File: src/rtl/gb_bus_sync.sv
// gb_bus_sync: cartridge bus front end for the mapper.
// Brings the asynchronous GB cartridge bus into the clk domain, turns each
// wr strobe into at most one clean write event (address/data/cs), queues the
// events in a small FIFO for the bank-switch logic and exports a registered
// read-active level plus address for the ROM read path.
module gb_bus_sync #(
    parameter int SYNC_STAGES = 2,   // synchronizer depth, 2..4
    parameter int MIN_LOW     = 4,   // wr low cycles needed to arm a write
    parameter int STABLE      = 2,   // identical samples needed to capture
    parameter int FIFO_DEPTH  = 4    // event FIFO entries, power of two >= 2
) (
    input  logic        clk,
    input  logic        rst,         // asynchronous, active low
    input  logic        wr,
    input  logic        rd,
    input  logic        cs,
    input  logic [15:0] addr,
    input  logic [7:0]  data_in,
    output logic        evt_valid,
    input  logic        evt_ready,
    output logic [15:0] evt_addr,
    output logic [7:0]  evt_data,
    output logic        evt_cs,
    output logic        rd_active,
    output logic [15:0] rd_addr,
    output logic        overflow,
    output logic        glitch
);

    // one bus sample: {wr, rd, cs, addr, data}
    localparam int BUS_W  = 27;
    localparam int PTR_W  = (FIFO_DEPTH > 1) ? $clog2(FIFO_DEPTH) : 1;
    localparam int LCNT_W = $clog2(MIN_LOW + 1);
    localparam int SCNT_W = $clog2(STABLE + 1);

    // strobes idle high, buses idle at zero
    localparam logic [BUS_W-1:0] BUS_IDLE = {1'b1, 1'b1, 1'b1, 16'h0000, 8'h00};

    // the part of a sample that a write event carries
    typedef struct packed {
        logic [15:0] addr;
        logic [7:0]  data;
        logic        cs;
    } evt_t;

    localparam evt_t EVT_IDLE = '{addr: 16'h0000, data: 8'h00, cs: 1'b1};

    typedef enum logic [1:0] {
        IDLE,
        LOW,
        ARMED
    } state_t;

    // ------------------------------------------------------------------
    // Synchronizers
    // ------------------------------------------------------------------
    logic [SYNC_STAGES-1:0][BUS_W-1:0] sync_q;

    // every bus bit walks through SYNC_STAGES flops before it is used
    always_ff @(posedge clk or negedge rst) begin
        if (!rst) begin
            sync_q <= {SYNC_STAGES{BUS_IDLE}};
        end else begin
            sync_q[0] <= {wr, rd, cs, addr, data_in};
            for (int i = 1; i < SYNC_STAGES; i++) begin
                sync_q[i] <= sync_q[i-1];
            end
        end
    end

    logic        s_wr;
    logic        s_rd;
    logic        s_cs;
    logic [15:0] s_addr;
    logic [7:0]  s_data;
    evt_t        s_evt;

    assign {s_wr, s_rd, s_cs, s_addr, s_data} = sync_q[SYNC_STAGES-1];
    assign s_evt = '{addr: s_addr, data: s_data, cs: s_cs};

    // ------------------------------------------------------------------
    // Read path
    // ------------------------------------------------------------------
    logic        rd_active_q;
    logic [15:0] rd_addr_q;

    // ROM reads are rd low in the lower half of the address space
    always_ff @(posedge clk or negedge rst) begin
        if (!rst) begin
            rd_active_q <= 1'b0;
            rd_addr_q   <= 16'h0000;
        end else begin
            rd_active_q <= ~s_rd & ~s_addr[15];
            rd_addr_q   <= s_addr;
        end
    end

    assign rd_active = rd_active_q;
    assign rd_addr   = rd_addr_q;

    // ------------------------------------------------------------------
    // Write qualification FSM
    // ------------------------------------------------------------------
    state_t              state_q,    state_d;
    logic [LCNT_W-1:0]   low_cnt_q,  low_cnt_d;
    logic [SCNT_W-1:0]   stab_cnt_q, stab_cnt_d;
    logic [SCNT_W-1:0]   stab_next;
    logic                qual;
    evt_t                prev_q;
    evt_t                cap_q,      cap_d;
    logic                cap_vld_q,  cap_vld_d;
    logic                push_q,     push_d;
    evt_t                push_evt_q, push_evt_d;
    logic                glitch_q;
    logic                glitch_set;

    // length of the current run of identical samples, saturating at STABLE
    always_comb begin
        stab_next = SCNT_W'(1);
        if (s_evt == prev_q) begin
            if (stab_cnt_q >= SCNT_W'(STABLE)) begin
                stab_next = SCNT_W'(STABLE);
            end else begin
                stab_next = stab_cnt_q + SCNT_W'(1);
            end
        end
    end

    assign qual = (stab_next >= SCNT_W'(STABLE));

    // FSM state, counters, capture register and the one-cycle push request
    always_ff @(posedge clk or negedge rst) begin
        if (!rst) begin
            state_q    <= IDLE;
            low_cnt_q  <= '0;
            stab_cnt_q <= '0;
            prev_q     <= EVT_IDLE;
            cap_q      <= EVT_IDLE;
            cap_vld_q  <= 1'b0;
            push_q     <= 1'b0;
            push_evt_q <= EVT_IDLE;
            glitch_q   <= 1'b0;
        end else begin
            state_q    <= state_d;
            low_cnt_q  <= low_cnt_d;
            stab_cnt_q <= stab_cnt_d;
            prev_q     <= s_evt;
            cap_q      <= cap_d;
            cap_vld_q  <= cap_vld_d;
            push_q     <= push_d;
            push_evt_q <= push_evt_d;
            glitch_q   <= glitch_q | glitch_set;
        end
    end

    // next-state: count the low time, then track stability until wr rises
    always_comb begin
        state_d    = state_q;
        low_cnt_d  = low_cnt_q;
        stab_cnt_d = stab_cnt_q;
        cap_d      = cap_q;
        cap_vld_d  = cap_vld_q;
        push_d     = 1'b0;
        push_evt_d = push_evt_q;
        glitch_set = 1'b0;

        case (state_q)
            IDLE: begin
                if (!s_wr) begin
                    if (MIN_LOW <= 1) begin
                        state_d    = ARMED;
                        stab_cnt_d = '0;
                        cap_vld_d  = 1'b0;
                    end else begin
                        state_d   = LOW;
                        low_cnt_d = LCNT_W'(1);
                    end
                end
            end

            LOW: begin
                if (s_wr) begin
                    // released before the minimum low time
                    glitch_set = 1'b1;
                    state_d    = IDLE;
                end else if (32'(low_cnt_q) + 1 >= MIN_LOW) begin
                    state_d    = ARMED;
                    stab_cnt_d = '0;
                    cap_vld_d  = 1'b0;
                end else begin
                    low_cnt_d = low_cnt_q + LCNT_W'(1);
                end
            end

            ARMED: begin
                // the sample seen with the rising edge still counts
                stab_cnt_d = stab_next;
                if (qual) begin
                    cap_d     = s_evt;
                    cap_vld_d = 1'b1;
                end
                if (s_wr) begin
                    if (qual || cap_vld_q) begin
                        push_d     = 1'b1;
                        push_evt_d = qual ? s_evt : cap_q;
                    end else begin
                        glitch_set = 1'b1;
                    end
                    state_d = IDLE;
                end
            end

            default: begin
                state_d = IDLE;
            end
        endcase
    end

    assign glitch = glitch_q;

    // ------------------------------------------------------------------
    // Event FIFO
    // ------------------------------------------------------------------
    evt_t             mem_q [FIFO_DEPTH];
    logic [PTR_W:0]   wptr_q;
    logic [PTR_W:0]   rptr_q;
    logic             empty;
    logic             full;
    logic             pop;
    logic             push_ok;
    logic             overflow_q;
    evt_t             head;

    assign empty   = (wptr_q == rptr_q);
    assign full    = (wptr_q[PTR_W] != rptr_q[PTR_W]) &&
                     (wptr_q[PTR_W-1:0] == rptr_q[PTR_W-1:0]);
    assign pop     = ~empty & evt_ready;
    // a pop in the same cycle frees the slot the push needs
    assign push_ok = push_q & (~full | pop);

    // storage, wrapping pointers and the sticky drop flag
    always_ff @(posedge clk or negedge rst) begin
        if (!rst) begin
            for (int i = 0; i < FIFO_DEPTH; i++) begin
                mem_q[i] <= EVT_IDLE;
            end
            wptr_q     <= '0;
            rptr_q     <= '0;
            overflow_q <= 1'b0;
        end else begin
            if (push_ok) begin
                mem_q[wptr_q[PTR_W-1:0]] <= push_evt_q;
                wptr_q                   <= wptr_q + 1'b1;
            end
            if (pop) begin
                rptr_q <= rptr_q + 1'b1;
            end
            if (push_q && !push_ok) begin
                overflow_q <= 1'b1;
            end
        end
    end

    assign head      = mem_q[rptr_q[PTR_W-1:0]];
    assign evt_valid = ~empty;
    assign evt_addr  = head.addr;
    assign evt_data  = head.data;
    assign evt_cs    = head.cs;
    assign overflow  = overflow_q;

endmodule
File: config.mk
export PLATFORM = sky130hd
export DESIGN_NAME = gb_bus_sync
export DESIGN_NICKNAME = d
export VERILOG_FILES = /design/src/rtl/gb_bus_sync.sv
export SDC_FILE = /design/constraint.sdc
export NUM_CORES = 1
export LEC_CHECK = 0
export CORE_UTILIZATION = 55
export DETAILED_ROUTE_END_ITERATION = 10
export HOLD_SLACK_MARGIN = 0.06
export PLACE_DENSITY = 0.78
export SLEW_MARGIN = 10
export SYNTH_ARGS = -nofsm -noshare
export SYNTH_HDL_FRONTEND = slang
export SYNTH_SLANG_ARGS = --single-unit
export TNS_END_PERCENT = 20
File: constraint.sdc
create_clock -name clk -period 2.9 [get_ports clk]
set_input_delay 0.435 -clock clk [delete_from_list [all_inputs] [get_ports clk]]
set_output_delay 0.435 -clock clk [all_outputs]
set_load 0.01 [all_outputs]
==> flow_summary.json <==
{
  "status": "finished clean",
  "path_max_fanout": 19,
  "endpoint_kind": "output port",
  "final_cell_area_sq_um": 11600,
  "startpoint_type": "flip-flop",
  "hold_class": "flip-flop to flip-flop",
  "avgRoutedWirePerCell_um": 19.6,
  "avgSynthCellArea_sq_um": 16.2,
  "postPlaceCellArea_sq_um": 10700,
  "clkSinkCount": 247,
  "syn_inst": 610,
  "async_reset_ff_share_pct": 100,
  "layout.nets": 721,
  "critPathTopFamily": "buffers and inverters",
  "yosys.area.top_type": "dfrtp_1",
  "overflow": 0,
  "worstMarginPinSlew_ns": 0.702,
  "ir_drop_uv": 564,
  "yosys-top-cells-area": "dfrtp_1 (59%), mux2_2 (12%), mux4_2 (5.7%)",
  "clock-skew-final_ns": 0.0103,
  "gp_congestion": 0.815,
  "syn2layout_area_growth_pct": 18.1,
  "crit_chain": "buf_6 > mux4_2 > clkdlybuf4s50_1",
  "yosys_warnings": 0,
  "relSlewSlack_pct": 53.1,
  "rsz0062_at_grt": "no",
  "cts_tree": "built",
  "first_pass_iters": 4,
  "yosysSeqAreaShare_pct": 62.9,
  "drt_iter0_markers": 220,
  "post_cts_buffers": 0,
  "maxCapViolations": 0,
  "synthTopCellsByCount": "dfrtp_1 (234), mux2_2 (102), o22a_1 (42), buf_4 (27)",
  "synth-main-ff-cell": "dfrtp_1",
  "grt_util_all_layers_pct": 21.3,
  "critPathRequiredTime_ns": 2.47,
  "hold_viol_final": 0,
  "critPathSlowestCell": "mux4_2",
  "coreArea_sq_um": 17400,
  "drtAntennaViolNets": 0,
  "fin_util_pct": 66.8,
  "grt_pass1_vias": 5719,
  "grt_first_pass_wirelength_um": 30300,
  "final.min_clock_period_ns": 2.76,
  "h-tree-depth": 1,
  "fillers": 1165,
  "drt-total-wl_um": 18100,
  "initial_utilization_pct": 56.6,
  "synth_cell_types": 39,
  "ys_ff_latch": 247,
  "grt_max_degree": 88,
  "power_mw": 7.89,
  "synth_area_sq_um": 9850,
  "diodes": 0,
  "ios": 75,
  "die-width_um": 136,
  "dieArea_sq_um": 18500,
  "worst-setup-path-type": "flip-flop to output port",
  "cts_root_buf": "clkbuf_16",
  "finalSetupViolations": 0,
  "max_stage_delay_ns": 0.59,
  "antenna_found_initial": 0,
  "power.density_nw_per_um2": 678,
  "cts_buffers": 25,
  "synth_top_area_share_pct": 59.4,
  "vias": 5190,
  "cp.arrival_ns": 2.32,
  "synth-edff-count": 0,
  "drc_errors": 0,
  "cts_buffer_depth": 3,
  "tns_ns": 0,
  "cp_num_buf_inv": 2,
  "synth_fp_nets": 649,
  "clock_latency_ns": 0.50,
  "maxSlewViolCount": 0,
  "synth_most_common_cell": "dfrtp_1",
  "clk_pin_slew_worst_paths_ns": 0.06,
  "timing.hold.ws_ns": 0.341,
  "min_period_over_period_pct": 95.0,
  "dieHeight_um": 136,
  "dp_hpwl_um": 11900,
  "io_buffer_count": 74,
  "layout-drive-gt1-share_pct": 33.6,
  "row_count": 48,
  "cellLeakagePower_nw": 5.41,
  "via_per_inst": 5.61,
  "fmax_ghz": 0.363
}
-- final timing paths --
| kind | start | to | slack (ns) | cells past startpoint |
|---|---|---|---|---|
| max in group asynchronous | rst | mem_q[12]$_DFFE_PN0P_ | 1.56 | 3 |
| max reg2reg | s_addr[8]$_DFF_PN0_ | push_evt_q[14]$_DFFE_PN0P_ | 0.42 | 6 |
| min reg2reg | sync_q[10]$_DFF_PN0_ | s_addr[2]$_DFF_PN0_ | 0.34 | 0 |
| min in group asynchronous | rst | sync_q[22]$_DFF_PN0_ | 0.44 | 2 |
| min | sync_q[10]$_DFF_PN0_ | s_addr[2]$_DFF_PN0_ | 0.34 | 0 |
| max | rptr_q[0]$_DFFE_PN0P_ | evt_addr[7] | 0.14 | 3 |
-- where the power goes --
part	switching, mW	leakage (nW)	total (mW)	internal [mW]
Clock	1.30	0.418	3.37	2.07
Sequential	0.0911	3.21	3.65	3.56
Combinational	0.490	1.78	0.873	0.383
Total	1.88	5.41	7.89	6.01
-- per-stage QoR --
stage,std cells,worst slack (ns)
after floorplan,610,0.890
after global placement,879,0.370
after detailed placement,879,0.329
after CTS,925,0.00488
after global routing,925,0.0652
final,925,0.144
-- layer usage --
metal / GRT usage, % / vias to the layer above / part of all wire [%]
li1: - / 2334 / -
met1: 29.8 / 2728 / 45
met2: 35.5 / 107 / 50
met3: 2.95 / 21 / 3.6
met4: 5.24 / 0 / 1.3
met5: 0 / - / 0
-- placed cells by master (no fill, tap or decap), drive strengths merged --
master	n
nand4	2
a21oi	8
dlygate4sd3	1
o22a	50
inv	7
clkbuf	31
a32o	1
dfstp	13
a31oi	1
or2	1
nand2	13
o22ai	1
nor3	1
xnor2	7
ha	9
clkinv	4
nor2	7
mux2	126
buf	15
nand3	4
xor2	25
o31ai	1
dfrtp	234
o21ai	8
nor4	12
nor2b	2
clkdlybuf4s50	73
clkinvlp	6
nand2b	5
a21o	1
bufinv	4
mux4	25
or3	1
o21bai	1
-- worst reg2reg max path, delay by kind of cell, from the launching register on --
| family | cells | cell delay (ns) |
|---|---|---|
| xor+xnor | 1 | 0.20 |
| flops | 1 | 0.45 |
| simple gates | 3 | 0.90 |
| compound gates | 2 | 0.87 |
-- what timing repair did --
action | CTS | global route
endpoints found under the setup margin | 0 | 8
resized for setup | 0 | 1
endpoints found under the hold margin | 51 | 0
hold buffers | 1 | 0
-- cell type report --
type / count / area (sq um) / area share [%]
tap: 225 / 282 / 2.42
inverter: 7 / 26.3 / 0.226
sequential: 247 / 6200 / 53.3
multi-input combinational: 312 / 3300 / 28.4
clock inverter: 14 / 189 / 1.62
clock buffer: 31 / 698 / 6.00
timing repair buffer: 89 / 940 / 8.08
-- registers in the layout, indices dropped and copies added (netlist names), 8 cells and up --
register and cells:
push_evt_q 25, s_data 8, mem_q 100, prev_q 25
s_addr 16, sync_q 27, cap_q 25
-- logic make-up (layout without fill, tap and decap cells) --
kind of cell | Yosys count | count (layout) | share of synthesized area, %
adder cells (fa/ha/maj) | 9 | 9 | 1.14
multiplexers | 151 | 151 | 20.8
flip-flops | 247 | 247 | 62.9
AND/OR/NAND/NOR | 48 | 48 | 2.73
buffers and inverters | 51 | 141 | 3.58
AO/OA/AOI/OAI | 72 | 72 | 5.97
XOR/XNOR | 32 | 32 | 2.84
No activity file was read; power rests on OpenSTA's default activity.
